--- src/rtl/prco_fetch_pkg.sv ---
// Shared constants and FSM state encoding for the PRCO instruction fetch stage.
package prco_fetch_pkg;

    typedef enum logic [1:0] {
        FETCH_ISSUE = 2'd0,
        FETCH_WAIT  = 2'd1,
        FETCH_HOLD  = 2'd2
    } fetch_state_t;

    localparam logic [15:0] RESET_VECTOR = 16'h0000;
    localparam int unsigned REG_WIDTH    = 16;

endpackage

--- src/rtl/prco_fetch.sv ---
// Instruction fetch stage: owns the PC, strobes single-word reads into local memory
// and holds the returned word for the decoder under a valid/ready handshake.
module prco_fetch
    import prco_fetch_pkg::*;
#(
    parameter int unsigned               P_ADDR_WIDTH   = 16,
    parameter int unsigned               P_INSTR_WIDTH  = REG_WIDTH,
    parameter logic [P_ADDR_WIDTH-1:0]   P_RESET_VECTOR = RESET_VECTOR
) (
    input  logic                     i_clk,
    input  logic                     i_reset,
    input  logic                     i_run,
    input  logic                     i_port_busy,
    output logic                     q_ce_fetch,
    output logic [P_ADDR_WIDTH-1:0]  q_mem_addr,
    input  logic                     i_mem_valid,
    input  logic [P_INSTR_WIDTH-1:0] i_mem_douta,
    output logic [P_INSTR_WIDTH-1:0] q_instr,
    output logic [P_ADDR_WIDTH-1:0]  q_instr_pc,
    output logic                     q_instr_valid,
    input  logic                     i_dec_ready,
    input  logic                     i_branch_en,
    input  logic [P_ADDR_WIDTH-1:0]  i_branch_addr,
    output logic [P_ADDR_WIDTH-1:0]  q_pc,
    output logic                     q_busy
);

    localparam logic [P_ADDR_WIDTH-1:0] PC_ONE = {{(P_ADDR_WIDTH-1){1'b0}}, 1'b1};

    fetch_state_t                state_q, state_d;
    logic                        kill_q, kill_d;
    logic                        ce_d, busy_d, valid_d, issue_ok;
    logic [P_ADDR_WIDTH-1:0]     pc_d, addr_d, ipc_d;
    logic [P_INSTR_WIDTH-1:0]    instr_d;

    always_comb begin
        state_d  = state_q;
        kill_d   = kill_q;
        pc_d     = q_pc;
        ce_d     = 1'b0;
        addr_d   = q_mem_addr;
        instr_d  = q_instr;
        ipc_d    = q_instr_pc;
        valid_d  = q_instr_valid;
        issue_ok = i_run & ~i_port_busy & ~i_branch_en;

        case (state_q)
            FETCH_ISSUE: begin
                if (i_branch_en) begin
                    pc_d = i_branch_addr;
                end else if (issue_ok) begin
                    ce_d    = 1'b1;
                    addr_d  = q_pc;
                    state_d = FETCH_WAIT;
                end
            end
            FETCH_WAIT: begin
                if (i_branch_en) begin
                    pc_d = i_branch_addr;
                    if (i_mem_valid) begin
                        kill_d  = 1'b0;
                        state_d = FETCH_ISSUE;
                    end else begin
                        kill_d = 1'b1;
                    end
                end else if (i_mem_valid) begin
                    if (kill_q) begin
                        kill_d  = 1'b0;
                        state_d = FETCH_ISSUE;
                    end else begin
                        instr_d = i_mem_douta;
                        ipc_d   = q_pc;
                        pc_d    = q_pc + PC_ONE;
                        valid_d = 1'b1;
                        state_d = FETCH_HOLD;
                    end
                end
            end
            FETCH_HOLD: begin
                if (i_branch_en) begin
                    pc_d    = i_branch_addr;
                    valid_d = 1'b0;
                    state_d = FETCH_ISSUE;
                end else if (i_dec_ready && q_instr_valid) begin
                    valid_d = 1'b0;
                    // Accept and ISSUE are folded into one cycle to sustain one word per 3 cycles.
                    if (issue_ok) begin
                        ce_d    = 1'b1;
                        addr_d  = q_pc;
                        state_d = FETCH_WAIT;
                    end else begin
                        state_d = FETCH_ISSUE;
                    end
                end
            end
            default: state_d = FETCH_ISSUE;
        endcase

        busy_d = (state_d == FETCH_WAIT);
    end

    always_ff @(posedge i_clk or negedge i_reset) begin
        if (!i_reset) begin
            state_q       <= FETCH_ISSUE;
            kill_q        <= 1'b0;
            q_pc          <= P_RESET_VECTOR;
            q_ce_fetch    <= 1'b0;
            q_mem_addr    <= '0;
            q_instr       <= '0;
            q_instr_pc    <= '0;
            q_instr_valid <= 1'b0;
            q_busy        <= 1'b0;
        end else begin
            state_q       <= state_d;
            kill_q        <= kill_d;
            q_pc          <= pc_d;
            q_ce_fetch    <= ce_d;
            q_mem_addr    <= addr_d;
            q_instr       <= instr_d;
            q_instr_pc    <= ipc_d;
            q_instr_valid <= valid_d;
            q_busy        <= busy_d;
        end
    end

endmodule

--- config.mk ---
export PLATFORM = sky130hd
export DESIGN_NAME = prco_fetch
export DESIGN_NICKNAME = d
export VERILOG_FILES = /design/src/rtl/prco_fetch_pkg.sv /design/src/rtl/prco_fetch.sv
export SDC_FILE = /design/constraint.sdc
export NUM_CORES = 1
export LEC_CHECK = 0
export ABC_AREA = 1
export CELL_PAD_IN_SITES_DETAIL_PLACEMENT = 0
export CELL_PAD_IN_SITES_GLOBAL_PLACEMENT = 1
export CORE_MARGIN = 1.5
export CORE_UTILIZATION = 30
export DETAILED_ROUTE_END_ITERATION = 8
export HOLD_SLACK_MARGIN = 0.05
export PLACE_DENSITY = 0.76
export SLEW_MARGIN = 30
export SYNTH_ARGS = -nofsm -noshare
export SYNTH_HDL_FRONTEND = slang
export SYNTH_SLANG_ARGS = --single-unit
--- constraint.sdc ---
create_clock -name i_clk -period 1.4 [get_ports i_clk]
set_input_delay 0.28 -clock i_clk [delete_from_list [all_inputs] [get_ports i_clk]]
set_output_delay 0.28 -clock i_clk [all_outputs]
set_load 0.05 [all_outputs]
**Yosys cells after proc, flatten, opt, wreduce, memory -nomap -nowiden**

Index checks and enable logic that the tools add are counted.

- Register bits: 70
- Bits in latches: 0
- RAM bits: 0
- Memory bits (read-only): 0
- Input bits: 39
- Memories: 0

- Add/subtract/negate cells: 1
- $mul: 0
- Div/mod/pow operators: 0
- Magnitude comparators: 0
- Equality and inequality tests: 13
- Shift-type cells: 0
- Multiplexer cells: 34
- Bitwise operators: 5
- Reduce and logical (&&, ||, !) cells: 12

Operators by type and width:

| kind | number |
|---|---|
| $mux 16 | 8 |
| $pmux 16 s2 | 2 |
| $add 16x1->16 const B | 1 |
| $mux 2 | 8 |
| $mux 1 | 13 |
| $ne 2x2->1 const B | 6 |
| $reduce_and 4->1 | 3 |
| $ne 3x3->1 const B | 3 |
| $reduce_bool 2->1 | 4 |
| $pmux 2 s3 | 1 |
| $reduce_and 5->1 | 1 |
| $eq 2x1->1 const B | 2 |
| $pmux 1 s2 | 2 |
| $not 1->1 | 3 |
| $and 1x1->1 | 2 |
| $eq 2x2->1 const B | 1 |
| $logic_not 2->1 | 1 |
| $ne 2x1->1 const B | 1 |
| $reduce_and 2->1 | 1 |
| $reduce_or 2->1 | 1 |
| $logic_and 1x1->1 | 1 |

**Longest topological paths before layout**

- Depth after elaboration: 8
- Gate-level depth with buffers: 9

**Worst setup path after synthesis**

Ideal clock, no wire load.

- Path type: flip-flop to flip-flop
- Start: reg q_pc[1]
- End: reg q_pc[10]
- Library setup time: 0.113 ns
- Arrival: 1.625 ns
- Data required time: 1.287 ns
- Path slack: -0.338 ns
- Cell stages (with the launch flop): 9
- Buffers on the path: 0
- Cells stage by stage: dfrtp_1 ha_1 nand2_1 nor2_2 nand2_1 o22ai_1 nand2_1 nand2_1 inv_1

- Word-level cells in the longest chain between the ends: 5

Ends and longest elaborated chain:

| what | line | source |
|---|---|---|
| start, declared | prco_fetch.sv:24 | `output logic [P_ADDR_WIDTH-1:0] q_pc,` |
| start signal, assigned | prco_fetch.sv:116 | `q_pc <= pc_d;` |
| $add 16x1->16 | prco_fetch.sv:73 | `pc_d = q_pc + PC_ONE;` |
| $mux 16 | prco_fetch.sv:67 | `if (kill_q) begin` |
| $mux 16 | prco_fetch.sv:66 | `end else if (i_mem_valid) begin` |
| $mux 16 | prco_fetch.sv:58 | `if (i_branch_en) begin` |
| $pmux 16 s2 | prco_fetch.sv:47 | `case (state_q)` |

Every way passes these cells. The select of a mux whose other input is x is not followed.
A chain may end at the register's enable or synchronous reset.

**Worst setup path in the final report**

- Start: reg kill_q
- End: reg q_instr[2]

- Word-level cells in the longest chain between the ends: 2

Ends and longest elaborated chain:

| what | line | source |
|---|---|---|
| start, declared | prco_fetch.sv:31 | `logic kill_q, kill_d;` |
| start signal, assigned | prco_fetch.sv:115 | `kill_q <= kill_d;` |
| $not 1->1 (no source line) | n/a |  |
| $reduce_and 4->1 (no source line) | n/a |  |
| end signal, assigned | prco_fetch.sv:119 | `q_instr <= instr_d;` |
| end, declared | prco_fetch.sv:18 | `output logic [P_INSTR_WIDTH-1:0] q_instr,` |

Every way passes these cells.

==> impl_results.md <==
* Total of endpoints with negative setup slack in the final report at 17
* Die boundary width at about 110 µm
* Outcome: finished with violations
* Arrival time at the worst endpoint at between 1.5 and 2 ns
* Clock sink total at 70
* Wire length of the first global-routing pass at approximately 15000 µm
* Ratio of final minimum period to clock period at 1.02
* Post-placement setup slack at -0.395 ns
* Combinational group share of total power at 0.551
* Synth unique cells at 27
* Hold crit path type: input port to register
* Clock power share at 0.163
* Layout Skew at about 0.011 ns
* Worst endpoint required time at about 1.6 ns
* Actual slew at the worst max-slew pin at roughly 0.38 ns
* Top library cells by usage in the layout, fill and taps aside: nand2_1 (82), buf_12 (73), dfrtp_1 (57)
* Clock tree from TritonCTS: done
* Library cell used as clock root buffer: clkbuf_8
* Share of final-layout standard cells stronger than drive strength 1 at 0.397
* Leakage power figure at roughly 2.8 nW
* Max Slew Vio Count at 0
* Site Rows at 37
* Max-capacitance violation count at 0
* Total wirelength of the detailed-routed design at 9680 µm
* Largest net degree at the start of global routing at 71
* Yosys reg bits at 70
* PortBufs at 105
* Vias in the first global route at around 2900
* Max Freq at around 700 MHz
* Cell area power density at 2110 nW/µm²
* Clock transition at the registers of the reported paths at 0.08 ns
* Number of instances in the synthesized netlist at between 300 and 400
* Switching portion of total power at 0.411
* Hpwl dp at a little under 7000 µm
* Seq/Total Area, Yosys at 0.550
* Antenna diode count at 0
* Instance area at placement at about 5300 µm²
* Starting utilization of the core area at 0.309
* Hold Violations, Final at 0
* Maximum buffer depth of the clock tree at 2
* Initial antenna violation count at 0
* VDD IR max at ~1300 µV
* Drt wl/cell at ~15 µm
* Clock network latency to the later pin of the worst-skew pair at between 0.3 and 0.4 ns
* Switching power at roughly 5.1 mW
* GR Util All Layers at 0.169
* Endpoint kind of the worst setup timing path: register
* Yosys warnings at 0
* Final critical delay including setup and external delays at 1.42 ns
* Y dimension of the die at ~110 µm
* Core box area at 10300 µm²
* Number of nets in the synthesized netlist at approximately 400
* CTS H-Tree Depth at 3
* Remaining routing DRC violations at 0
* Final cell area excluding filler cells at between 5000 and 6000 µm²
* Max-Slew Margin vs Limit at 0.746
* Critical path peak fanout at 11
* Synthesized area per cell at between 9 and 10 µm²
* Category of the worst setup path launch point: register
* End-of-flow core utilization at 0.573
* Die ar. at approximately 11000 µm²
* Count of nets after finishing at about 530
* Inserted Clock Buffers at 9
* Detailed router's first-iteration violation count at roughly 130
* Type of the worst setup path: register to register
* Via Count at approximately 2900
* Cell area after synthesis at between 3000 and 4000 µm²
* Setup repair after global routing missed its margin: true
* Internal Pwr Total at about 7.4 mW
* Detailed-route vias per instance at 4.61
* Violated checks: negative setup slack
* Synthesis-to-finish area growth at 85.5%
* Residual overflow from global routing at 0
* Placer congestion estimate at between 0.8 and 0.9
* Pre-antenna DRT Iters at 6
* Boundary Pins at roughly 110
* Fin worst setup slack at -0.0234 ns
* Most common library cell in the layout ignoring fill and taps: nand2_1
* Count of antenna-violating nets left after detailed routing at 0
* Register share of total power at 0.286
stage by stage:
stage               hold WS, ns  power [mW]  TNS (ns)  instances
detailed placement        0.345        10.2    -19.79        604
global route              0.150        13.0     -1.44        632
global placement          0.336        10.0    -17.27        604
floorplan               -0.0156        6.40   -0.0167        349
finish                    0.162        12.5    -0.238        632
CTS                       0.496        12.3  -0.00593        621
final cells by class:
type                            instances  area (µm²)
Fill cell                             864        4410
Timing Repair Buffer                  144        2190
Inverter                               31         119
Sequential cell                        70        1770
Clock inverter                          5         106
Tap cell                              136         170
Multi-Input combinational cell        235        1420
Clock buffer                           11         141
metal layers:
metal	GRT usage	vias up	part of all wire
met5	0	-	0
met4	0.0569	0	0.011
li1	-	1430	-
met3	0.0448	8	0.055
met2	0.270	80	0.48
met1	0.221	1394	0.45
path summary, 6_finish.rpt:
path / startpoint / end / slack, ns / cells after the start
min: i_mem_valid / kill_q$_DFFE_PN0P_ / 0.16 / 2
max in group asynchronous: i_reset / q_pc[4]$_DFFE_PN0P_ / 0.58 / 3
min reg2reg: q_instr_pc[7]$_DFFE_PN0P_ / q_instr_pc[7]$_DFFE_PN0P_ / 0.55 / 2
max reg2reg: kill_q$_DFFE_PN0P_ / q_instr[2]$_DFFE_PN0P_ / -0.02 / 4
max: kill_q$_DFFE_PN0P_ / q_instr[2]$_DFFE_PN0P_ / -0.02 / 4
min in group asynchronous: i_reset / q_mem_addr[10]$_DFFE_PN0P_ / 0.49 / 3
power groups by stage:
| stage | clock network [mW] | registers, mW | logic, mW |
|---|---|---|---|
| 2_1_floorplan | 0 | 5.48 | 0.922 |
| 4_1_cts | 2.07 | 3.54 | 6.67 |
| 3_5_place_dp | 0 | 3.57 | 6.64 |
| 6_report | 2.03 | 3.58 | 6.88 |
| 5_1_grt | 2.15 | 3.67 | 7.15 |
| 3_3_place_gp | 0 | 3.53 | 6.52 |
flip-flops by register name (all words and copies together) (netlist names):
name,flops
q_ce_fetch,1
q_busy,1
q_instr_valid,1
q_mem_addr,16
kill_q,1
q_instr,16
q_pc,16
state_q,2
q_instr_pc,16
cells in the mapped netlist, drive strengths merged:
library cell    n  area share
a21oi           8       0.013
a22oi           2      0.0047
a2bb2oi         1      0.0027
a31oi           3      0.0059
buf             9       0.022
clkbuf          4      0.0047
dfrtp          70        0.55
ha              1      0.0039
inv            31       0.037
mux2           16       0.075
nand2         102        0.12
nand3          13       0.020
nand4           7       0.014
nor2           28       0.036
nor3            2      0.0047
o21ai          46       0.072
o22ai           2      0.0039
o31ai           1      0.0024
or2             2      0.0039
xor2            1      0.0027
kinds of logic after synthesis:
kind of cell | after synthesis | share of synthesized area
and+or+nand+nor | 154 | 0.201
xor gates and xnor gates | 1 | 0.00275
muxes | 16 | 0.0754
buffers and inverters | 44 | 0.0632
DFF | 70 | 0.550
adders and majority gates | 1 | 0.00393
AOI/OAI and AO/OA | 63 | 0.104
critical path: stages (launching register included):
cell,delay [ns]
dfrtp_1,0.41
nor3_4,0.27
nand2_4,0.13
clkbuf_16,0.19
mux2_4,0.30
what timing repair did:
action / in CTS / in global routing
hold buffers: 1 / 0
setup buffers: 0 / 6
cloned: 0 / 5
pin swaps: 0 / 6
hold endpoints to repair: 70 / 0
resized for setup: 4 / 64
setup endpoints to repair: 43 / 47
Power figures use the tool's default switching activity.
